`src/rtl/mem_arbiter.sv`:
```
// Round-robin arbiter that shares one memory port among NUM_MASTERS requesters.
// Each access holds its strobe for WAIT_STATES+1 cycles and then gives its owner a one-cycle ack.
module mem_arbiter #(
  parameter int NUM_MASTERS = 2,
  parameter int WAIT_STATES = 1,
  parameter int ADDR_WIDTH  = 16,
  parameter int DATA_WIDTH  = 32
) (
  input  logic                              clk,
  input  logic                              rst,
  input  logic [NUM_MASTERS-1:0]            req,
  input  logic [NUM_MASTERS-1:0]            wr,
  input  logic [NUM_MASTERS*ADDR_WIDTH-1:0] addr,
  input  logic [NUM_MASTERS*DATA_WIDTH-1:0] wdata,
  output logic [NUM_MASTERS-1:0]            gnt,
  output logic [NUM_MASTERS-1:0]            ack,
  output logic [DATA_WIDTH-1:0]             rdata,
  output logic [ADDR_WIDTH-1:0]             mem_addr,
  output logic [DATA_WIDTH-1:0]             mem_wdata,
  output logic                              mem_rd,
  output logic                              mem_wr,
  input  logic [DATA_WIDTH-1:0]             mem_rdata
);

  localparam int OW = (NUM_MASTERS > 1) ? $clog2(NUM_MASTERS) : 1;
  localparam int CW = (WAIT_STATES > 0) ? $clog2(WAIT_STATES + 1) : 1;

  typedef enum logic [1:0] {IDLE, BUSY, ACK} state_t;

  state_t                  state, state_nxt;
  logic [OW-1:0]           owner, owner_nxt;
  logic [OW-1:0]           last, last_nxt;
  logic [OW-1:0]           pick;
  logic [CW-1:0]           count, count_nxt;
  logic                    wr_l, wr_l_nxt;
  logic [NUM_MASTERS-1:0]  gnt_nxt, ack_nxt;
  logic [DATA_WIDTH-1:0]   rdata_nxt, mem_wdata_nxt;
  logic [ADDR_WIDTH-1:0]   mem_addr_nxt;
  logic                    mem_rd_nxt, mem_wr_nxt;

  logic [ADDR_WIDTH-1:0]   addr_a  [NUM_MASTERS];
  logic [DATA_WIDTH-1:0]   wdata_a [NUM_MASTERS];

  for (genvar g = 0; g < NUM_MASTERS; g++) begin : g_unpack
    assign addr_a[g]  = addr[g*ADDR_WIDTH +: ADDR_WIDTH];
    assign wdata_a[g] = wdata[g*DATA_WIDTH +: DATA_WIDTH];
  end

  // Scan from farthest to nearest after 'l' so the nearest requester wins.
  function automatic logic [OW-1:0] rr_pick(input logic [NUM_MASTERS-1:0] r,
                                            input logic [OW-1:0]          l);
    logic [OW-1:0] cand;
    rr_pick = l;
    for (int i = NUM_MASTERS; i >= 1; i--) begin
      cand = OW'((int'(l) + i) % NUM_MASTERS);
      if (r[cand]) rr_pick = cand;
    end
  endfunction

  assign pick = rr_pick(req, last);

  always_comb begin
    state_nxt     = state;
    owner_nxt     = owner;
    last_nxt      = last;
    count_nxt     = count;
    wr_l_nxt      = wr_l;
    gnt_nxt       = gnt;
    ack_nxt       = '0;
    rdata_nxt     = rdata;
    mem_addr_nxt  = mem_addr;
    mem_wdata_nxt = mem_wdata;
    mem_rd_nxt    = 1'b0;
    mem_wr_nxt    = 1'b0;
    case (state)
      IDLE: begin
        gnt_nxt = '0;
        if (|req) begin
          state_nxt      = BUSY;
          owner_nxt      = pick;
          wr_l_nxt       = wr[pick];
          mem_addr_nxt   = addr_a[pick];
          mem_wdata_nxt  = wdata_a[pick];
          count_nxt      = CW'(WAIT_STATES);
          gnt_nxt[pick]  = 1'b1;
          mem_rd_nxt     = ~wr[pick];
          mem_wr_nxt     = wr[pick];
        end
      end
      BUSY: begin
        if (count != '0) begin
          count_nxt  = count - CW'(1);
          mem_rd_nxt = ~wr_l;
          mem_wr_nxt = wr_l;
        end else begin
          rdata_nxt      = mem_rdata;
          ack_nxt[owner] = 1'b1;
          last_nxt       = owner;
          state_nxt      = ACK;
        end
      end
      ACK: begin
        gnt_nxt   = '0;
        state_nxt = IDLE;
      end
      default: begin
        gnt_nxt   = '0;
        state_nxt = IDLE;
      end
    endcase
  end

  // Everything visible at the ports is registered; reset restarts the round-robin at master 0.
  always_ff @(posedge clk or negedge rst) begin
    if (!rst) begin
      state     <= IDLE;
      owner     <= '0;
      last      <= OW'(NUM_MASTERS - 1);
      count     <= '0;
      wr_l      <= 1'b0;
      gnt       <= '0;
      ack       <= '0;
      rdata     <= '0;
      mem_addr  <= '0;
      mem_wdata <= '0;
      mem_rd    <= 1'b0;
      mem_wr    <= 1'b0;
    end else begin
      state     <= state_nxt;
      owner     <= owner_nxt;
      last      <= last_nxt;
      count     <= count_nxt;
      wr_l      <= wr_l_nxt;
      gnt       <= gnt_nxt;
      ack       <= ack_nxt;
      rdata     <= rdata_nxt;
      mem_addr  <= mem_addr_nxt;
      mem_wdata <= mem_wdata_nxt;
      mem_rd    <= mem_rd_nxt;
      mem_wr    <= mem_wr_nxt;
    end
  end

endmodule

```
`config.mk`:
```
export PLATFORM = sky130hd
export DESIGN_NAME = mem_arbiter
export DESIGN_NICKNAME = d
export VERILOG_FILES = /design/src/rtl/mem_arbiter.sv
export SDC_FILE = /design/constraint.sdc
export NUM_CORES = 1
export LEC_CHECK = 0
export ABC_AREA = 1
export BUFFER_PORTS_ARGS = -buffer_cell sky130_fd_sc_hd__buf_2
export CAP_MARGIN = 20
export CORE_MARGIN = 3
export CORE_UTILIZATION = 40
export CTS_CLUSTER_SIZE = 8
export DETAILED_ROUTE_END_ITERATION = 8
export PLACE_DENSITY = 0.73
export SLEW_MARGIN = 30
export SYNTH_ARGS = -nofsm -noshare
export SYNTH_HDL_FRONTEND = slang
export SYNTH_SLANG_ARGS = --single-unit
export TNS_END_PERCENT = 50
```
`constraint.sdc`:
```
create_clock -name clk -period 1.6 [get_ports clk]
set_input_delay 0.16 -clock clk [delete_from_list [all_inputs] [get_ports clk]]
set_output_delay 0.16 -clock clk [all_outputs]
set_load 0.01 [all_outputs]
```
## After elaboration in Yosys (flattened, before gate mapping)

Cells that the tools add are included.

| storage, ports and cells | value |
|---|---|
| bits in registers | 92 |
| logic and storage cells | 72 |

| operators by class | value |
|---|---|
| $add $sub $neg | 3 |
| $lt $le $gt $ge | 7 |
| equal/unequal tests | 3 |
| multiplexer cells | 34 |
| bitwise operators | 4 |
| reduce and logical (&&, ||, !) cells | 9 |

Operators with widths:

| cell | number |
|---|---|
| $mux W32 | 3 |
| $mux W16 | 3 |
| $mux W1 | 16 |
| $mux W2 | 5 |
| $lt A1 B2 Y1 const B | 4 |
| $pmux W2 S2 | 2 |
| $reduce_and A2 Y1 | 4 |
| $pmux W1 S2 | 3 |
| $ne A2 B2 Y1 const B | 2 |
| $not A1 Y1 | 3 |
| $add A1 B1 Y1 const B | 2 |
| $demux W1 S1 | 2 |
| $eq A2 B1 Y1 const B | 1 |
| $ge A1 B1 Y1 const B | 2 |
| $ge A2 B2 Y1 const B | 1 |
| $logic_and A1 B1 Y1 | 2 |
| $logic_not A2 Y1 | 1 |
| $not A1 Y2 | 1 |
| $reduce_bool A2 Y1 | 1 |
| $reduce_or A2 Y1 | 1 |
| $sub A1 B1 Y1 const B | 1 |

## Longest topological paths before layout

Gate-level depths: netlist of the first run.

| depth | value |
|---|---|
| word-level depth | 11 |
| gate-level depth with buffers | 7 |

## Least setup slack after synthesis of the first run

No wires, ideal clock.

| timing | value |
|---|---|
| path kind | flip-flop to flip-flop |
| from | reg last |
| to | reg mem_wdata[11] |
| setup time | 124 ps |
| arrival time | 1177 ps |
| path slack | 299 ps |
| stages on the path, launching flop included | 8 |
| path buffers | 2 |
| cell sequence | dfstp_2 -> inv_1 -> nand2_1 -> nand2_1 -> buf_4 -> buf_6 -> nand3_1 -> nand3_1 |

| between the ends | value |
|---|---|
| cells in the longest elaborated chain, start to end | 9 |
| elaborated cells between the ends (all ways) | 12 |
| those cells by class | add/sub (2); mux (9); bitwise (1) |

Ends and longest elaborated chain:

| element | line | RTL |
|---|---|---|
| start: declaration | 32 | `logic [OW-1:0] last, last_nxt;` |
| start signal: assignment | 118 | `last <= OW'(NUM_MASTERS - 1);` |
| start signal: assignment | 131 | `last <= last_nxt;` |
| $add A1 B1 Y1 | 55 | `cand = OW'((int'(l) + i) % NUM_MASTERS);` |
| $mux W1 (implied by the code) (2 in a row) | 56 | `if (r[cand]) rr_pick = cand;` |
| $mux W1 | 56 |  |
| $mux W1 * | 56 |  |
| $not A1 Y2 (implied by the code) * | 83 | `mem_wdata_nxt = wdata_a[pick];` |
| $mux W32 (implied by the code) * (3 in a row) | 83 |  |
| end signal: assignment | 138 | `mem_wdata <= mem_wdata_nxt;` |
| end: declaration | 19 | `output logic [DATA_WIDTH-1:0] mem_wdata,` |

Every way passes the cells marked *; elsewhere a longest branch is shown, timed or not. The select of a mux whose other input is x is not followed.
A chain may end at the register's enable or synchronous reset.

## Worst setup path after layout of the first run

| timing | value |
|---|---|
| from | reg state[1] |
| to | reg mem_wdata[2] |

| between the ends | value |
|---|---|
| cells in the longest elaborated chain, start to end | 2 |

Ends and longest elaborated chain:

| element | line | RTL |
|---|---|---|
| start: declaration | 30 | `state_t state, state_nxt;` |
| start signal: assignment | 129 | `state <= state_nxt;` |
| $logic_not A2 Y1 | 75 | `case (state)` |
| $reduce_and A2 Y1 (no line) | n/a |  |

Every way passes these cells.

==> results of run 1 <==
worst paths after layout:
kind	cells after the start	endpoint	slack (ns)
max	4	mem_wdata[2]	0.22
min	3	rdata[28]	0.02
max reg2reg	4	mem_wdata[2]	0.22
min reg2reg	1	ack[0]	0.48
max in group asynchronous	3	last	0.90
min in group asynchronous	3	mem_wdata[3]	0.37
area by class of cell:
| type | count | share of cell area [%] |
|---|---|---|
| Sequential cell | 92 | 40.38 |
| Timing Repair Buffer | 255 | 26.58 |
| Multi-Input combinational cell | 326 | 25.75 |
| Tap cell | 129 | 2.830 |
| Clock buffer | 12 | 2.544 |
| Clock inverter | 4 | 1.272 |
| Inverter | 9 | 0.5922 |
| Antenna cell | 1 | 0.04387 |
kinds of logic (layout without fill, tap and decap cells):
logic type             count (synthesis)  in the layout
buffers and inverters                 40            280
other                                  0              1
AO/OA/AOI/OAI                          5              5
flip-flops                            92             92
AND/OR/NAND/NOR                      321            321
power by group:
| part | total [mW] | switching [mW] | internal, mW |
|---|---|---|---|
| Sequential | 4.08 | 0.618 | 3.46 |
| Clock | 1.70 | 0.774 | 0.923 |
| Combinational | 5.26 | 3.22 | 2.04 |
sequential cells by signal, indices dropped and copies added (netlist names):
| register | flops |
|---|---|
| state | 2 |
| mem_rd | 1 |
| wr_l | 1 |
| gnt | 2 |
| owner | 1 |
| rdata | 32 |
| mem_addr | 16 |
| count | 1 |
| mem_wr | 1 |
| last | 1 |
| mem_wdata | 32 |
| ack | 2 |
per-stage QoR:
| step | hold slack (ns) | instances | area (µm²) | utilization, % |
|---|---|---|---|---|
| finish | 0.01530 | 828 | 5704 | 60.58 |
| global route | 0.009612 | 828 | 5704 | 60.58 |
| CTS | 0.00001407 | 827 | 5702 | 60.56 |
| floorplan | -0.1356 | 458 | 3934 | - |
| detailed placement | 0.1615 | 787 | 5244 | 55.69 |
| global placement | 0.1583 | 787 | 5244 | 55.69 |
layout by cell type, fill, tap and decap left out, drive strengths merged:
cell	count
nand3b	1
clkbuf	12
clkinvlp	1
buf	231
nand2	163
diode	1
dfstp	1
nand3	150
inv	9
clkinv	1
nor2	6
dfrtp	91
a21oi	2
dlygate4sd3	24
o21ai	3
or2	1
bufinv	2
tightest hold or removal path: cells and delay by family:
family	cells	cell delay [ns]
buf+inv	1	0.07
simple gates	2	0.10
metal layers:
layer	up-vias	global-route usage [%]
met3	18	5.250
li1	1977	-
met1	1927	27.42
met2	224	37.63
met4	0	7.873
met5	-	0
==> results.tsv, run 1 <==
metric	value	unit
full die area	11060	µm²
Multi-input gate area	1469	µm²
adder-cell share of the synthesized area	0	%
CP required	1.87	ns
register area	2303	µm²
# port buffers	219	
DRT antenna net count	0	
root buf cell	clkbuf_8	
syn avg cell area	8.589	µm²
R2R Path Start	state[1]	
flops & latches, synth	92	
Worst-Margin Slew	0.5170	ns
max incr delay on CP	0.43	ns
delay-heaviest family, CP	simple AND/OR/NAND/NOR gates	
DP HPWL	8458	µm
Global Route Usage Sum	22.11	%
top cells by instance count after synthesis	nand2_1, nand3_1, dfrtp_1	
Total Wirelength	12260	µm
area of the core	9415	µm²
ys flop type	dfrtp_1	
grt ovf	0	
CP Cell Sequence	nor2_4, buf_4, nand3_1, nand3_1	
main combinational cell family by area after synthesis	simple AND/OR/NAND/NOR gates	
met2 wire length	6089	µm
setup bufs post-CTS	0	
num ports	220	
area grow syn2layout	45.01	%
Leak	3.150	nW
DRT Pass-1 Iters	5	
Max Fclk	725.1	MHz
worst path bufs/invs	1	
crit start category	flip-flop	
Worst EP arrival	1.65	ns
Synth Warn #	0	
Vias	4146	
1st-iter DRT viols	345	
crit-path max FO	39	
Max Slew Vio Count	0	
CTS Buf Count	9	
vias in the first global route	4055	
max_slew headroom	65.41	%
Crit. End Element	flip-flop	
main area contributors after synthesis	dfrtp_1, nand3_1, nand2_1	
highest-delay cell along the critical path	dfrtp_1	
synthesized-area fraction occupied by and/or/nand/nor cells	35.81	%
dpl ws	0.2402	ns
Synth Cell Area	3934	µm²
Total Power	11.03	mW
critical path class	reg2reg	
Mapped Cells	458	
DR WL/cell	14.81	µm
Vias/cell	5.007	
most common cell in the netlist	nand2_1	
Clock Pin Slew Worst Setup and Hold Paths	0.09	ns
largest net degree at the start of global routing	53	
fin crit share	86.19	%
status	complete, no violations	
XOR/XNOR share of the synthesized area	0	%
worst hold path startpoint	mem_rdata[28]	
RSZ-0062 raised after global routing	no	
Worst Slack Setup Final	0.2210	ns
most used cell, CP	nand3_1	
Max H-tree Level	3	
Remaining DRCs	0	
CP Launch Point	state[1]	
maximum capacitance violations	0	
Yosys top cell by area	dfrtp_1	
final setup vio count	0	
first-pass GRT wire length	19730	µm
post-synthesis mux area share	0	%
Distinct cells, synth	19	
clk sinks	92	
DR top layer	met4	
Clock Latency Late Sink	0.34	ns
Post-CTS Hold Buffers	24	
post-CTS sizing	0	
Filler Cells Inserted	771	
Die Y	105.2	µm
DRT met1 WL	4964	µm
final hold viol count	0	
Worst Clk Skew	0.007237	ns
initial core utilization	41.78	%
post-synthesis compound-gate area fraction	0.7316	%
number of synthesized flops with an enable pin	0	
setup TNS	0	ns
register area share after synthesis	58.56	%
Rows	35	
initial antenna violation count	1	
fraction of layout cells with a size suffix above 1	36.53	%
met3 WL	1010	µm
Die Wd	105.2	µm
CTS tree	built	
Mapped Nets	592	
nets	827	
Bufs on Longest Clock Path	2	
Synth top area share	57.89	%
maximum VDD drop	942.4	µV
ys async rst share	100.0	%
Hold/Removal Path Class	in2reg	
RePlAce Congestion	0.7755	
min Tclk post-route	1.379	ns
power per cell area	1934	nW/µm²
(Power assumes the default switching activity.)
==> inputs of run 2 (changes only) <==
--- a/config.mk
+++ b/config.mk
@@ -10,6 +10,8 @@
 export CAP_MARGIN = 20
 export CORE_MARGIN = 3
 export CORE_UTILIZATION = 40
+export CTS_BUF_LIST = sky130_fd_sc_hd__clkbuf_2
+export CTS_CLUSTER_DIAMETER = 150
 export CTS_CLUSTER_SIZE = 8
 export DETAILED_ROUTE_END_ITERATION = 8
 export PLACE_DENSITY = 0.73
==> results.tsv, run 2 (synthesis gave the netlist of run 1 again) <==
metric	value	unit
status	complete, no violations	
Clock Latency Late Sink	0.51	ns
CTS Buf Count	9	
Filler Cells Inserted	654	
maximum VDD drop	906.6	µV
Bufs on Longest Clock Path	2	
RSZ-0062 raised after global routing	no	
Remaining DRCs	0	
DP HPWL	8458	µm
Hold/Removal Path Class	in2reg	
power per cell area	1634	nW/µm²
num ports	220	
Clock Pin Slew Worst Setup and Hold Paths	0.22	ns
Max Fclk	692.2	MHz
worst hold stages	5	
CTS tree	built	
initial core utilization	41.78	%
Vias/cell	5.171	
Total Power	10.93	mW
root buf cell	clkbuf_2	
commonest non-fill, non-tap cell in the layout	buf_2	
met1 usage	33.01	%
DRT antenna net count	0	
Die Y	105.2	µm
setup bufs post-CTS	0	
Worst-Margin Slew	0.5210	ns
Leak	3.570	nW
Register-to-Register Path Depth	4	
area grow syn2layout	70.04	%
critical path class	reg2reg	
Vias	4835	
crit start category	flip-flop	
placed cell area	5244	µm²
# port buffers	219	
most frequent cells in the layout	buf_2, nand2_1, nand3_1	
largest net degree at the start of global routing	53	
post-CTS sizing	0	
Worst EP arrival	1.87	ns
initial antenna violation count	0	
Rows	35	
fraction of layout cells with a size suffix above 1	31.80	%
R2R Path Start	state[1]	
Max H-tree Level	3	
Max Slew Vio Count	0	
first-pass GRT wire length	24030	µm
DRT Pass-1 Iters	6	
Die Wd	105.2	µm
vias in the first global route	4844	
crit-path max FO	39	
Final Instance Area	6689	µm²
1st-iter DRT viols	486	
CP Launch Point	state[1]	
top flop regs	mem_wdata x32, rdata x32, mem_addr x16	
CP required	2.03	ns
fin crit share	90.29	%
nets	934	
full die area	11060	µm²
clk sinks	92	
Global Route Usage Sum	26.89	%
area of the core	9415	µm²
DR WL/cell	16.02	µm
worst hold path startpoint	req[1]	
RePlAce Congestion	0.7755	
global-route met2 utilization	44.23	%
GRT Max-Usage Layer	met2	
grt ovf	0	
setup TNS	0	ns
GRT met3 Usage	6.609	%
maximum capacitance violations	0	
Total Wirelength	14980	µm
Post-CTS Hold Buffers	131	
max_slew headroom	65.14	%
Worst Clk Skew	0.02623	ns
final setup vio count	0	
final hold viol count	0	
Crit. End Element	flip-flop	
min Tclk post-route	1.445	ns
[run 2: report_power, final]
group	internal, mW	leakage (nW)	switching [mW]	total [mW]
clock	0.523	0.0796	0.746	1.27
combinational	2.21	2.35	3.36	5.57
sequential	3.45	1.14	0.647	4.09
total	6.18	3.57	4.75	10.9
[run 2: area by class of cell]
cell class	count	area (µm²)	share of cell area, %
repair buffers	362	2587	38.68
flip-flops and latches	92	2303	34.44
multi-input cells	326	1469	21.96
well taps	129	161.4	2.413
clock inverters	5	76.32	1.141
clock buffers	11	55.05	0.8230
inverters	9	33.78	0.5051
diodes	1	2.502	0.03741
[run 2: worst max-delay path, cell delays in order (launching register included)]
cell and delay [ns]:
dfrtp_1 0.47, nor2_4 0.18, buf_4 0.41, nand3_1 0.17, nand3_1 0.14
[run 2: metal layers]
metal  vias up  wire length, µm
met1      2225             5830
met4         0              699
met5         -                0
li1       2190                -
met3        77             1455
met2       343             6995
[run 2: worst paths after layout]
kind | endpoint | slack [ns]
worst min register to register | ack[0] | 0.49
min in group asynchronous | mem_wdata[3] | 0.17
worst max-delay path | mem_addr[4] | 0.16
worst max register to register | mem_addr[4] | 0.16
worst min-delay path | mem_wdata[18] | 0.08
max in group asynchronous | last | 1.09
[run 2: through the flow]
stage	util [%]	hold slack (ns)	cells	setup slack [ns]
2_1_floorplan	-	-0.1356	458	0.2987
3_3_place_gp	55.69	0.1583	787	0.2493
3_5_place_dp	55.69	0.1615	787	0.2402
4_1_cts	71.02	0.04480	934	0.1895
5_1_grt	71.02	0.08121	934	0.04927
6_report	71.04	0.08141	935	0.1554
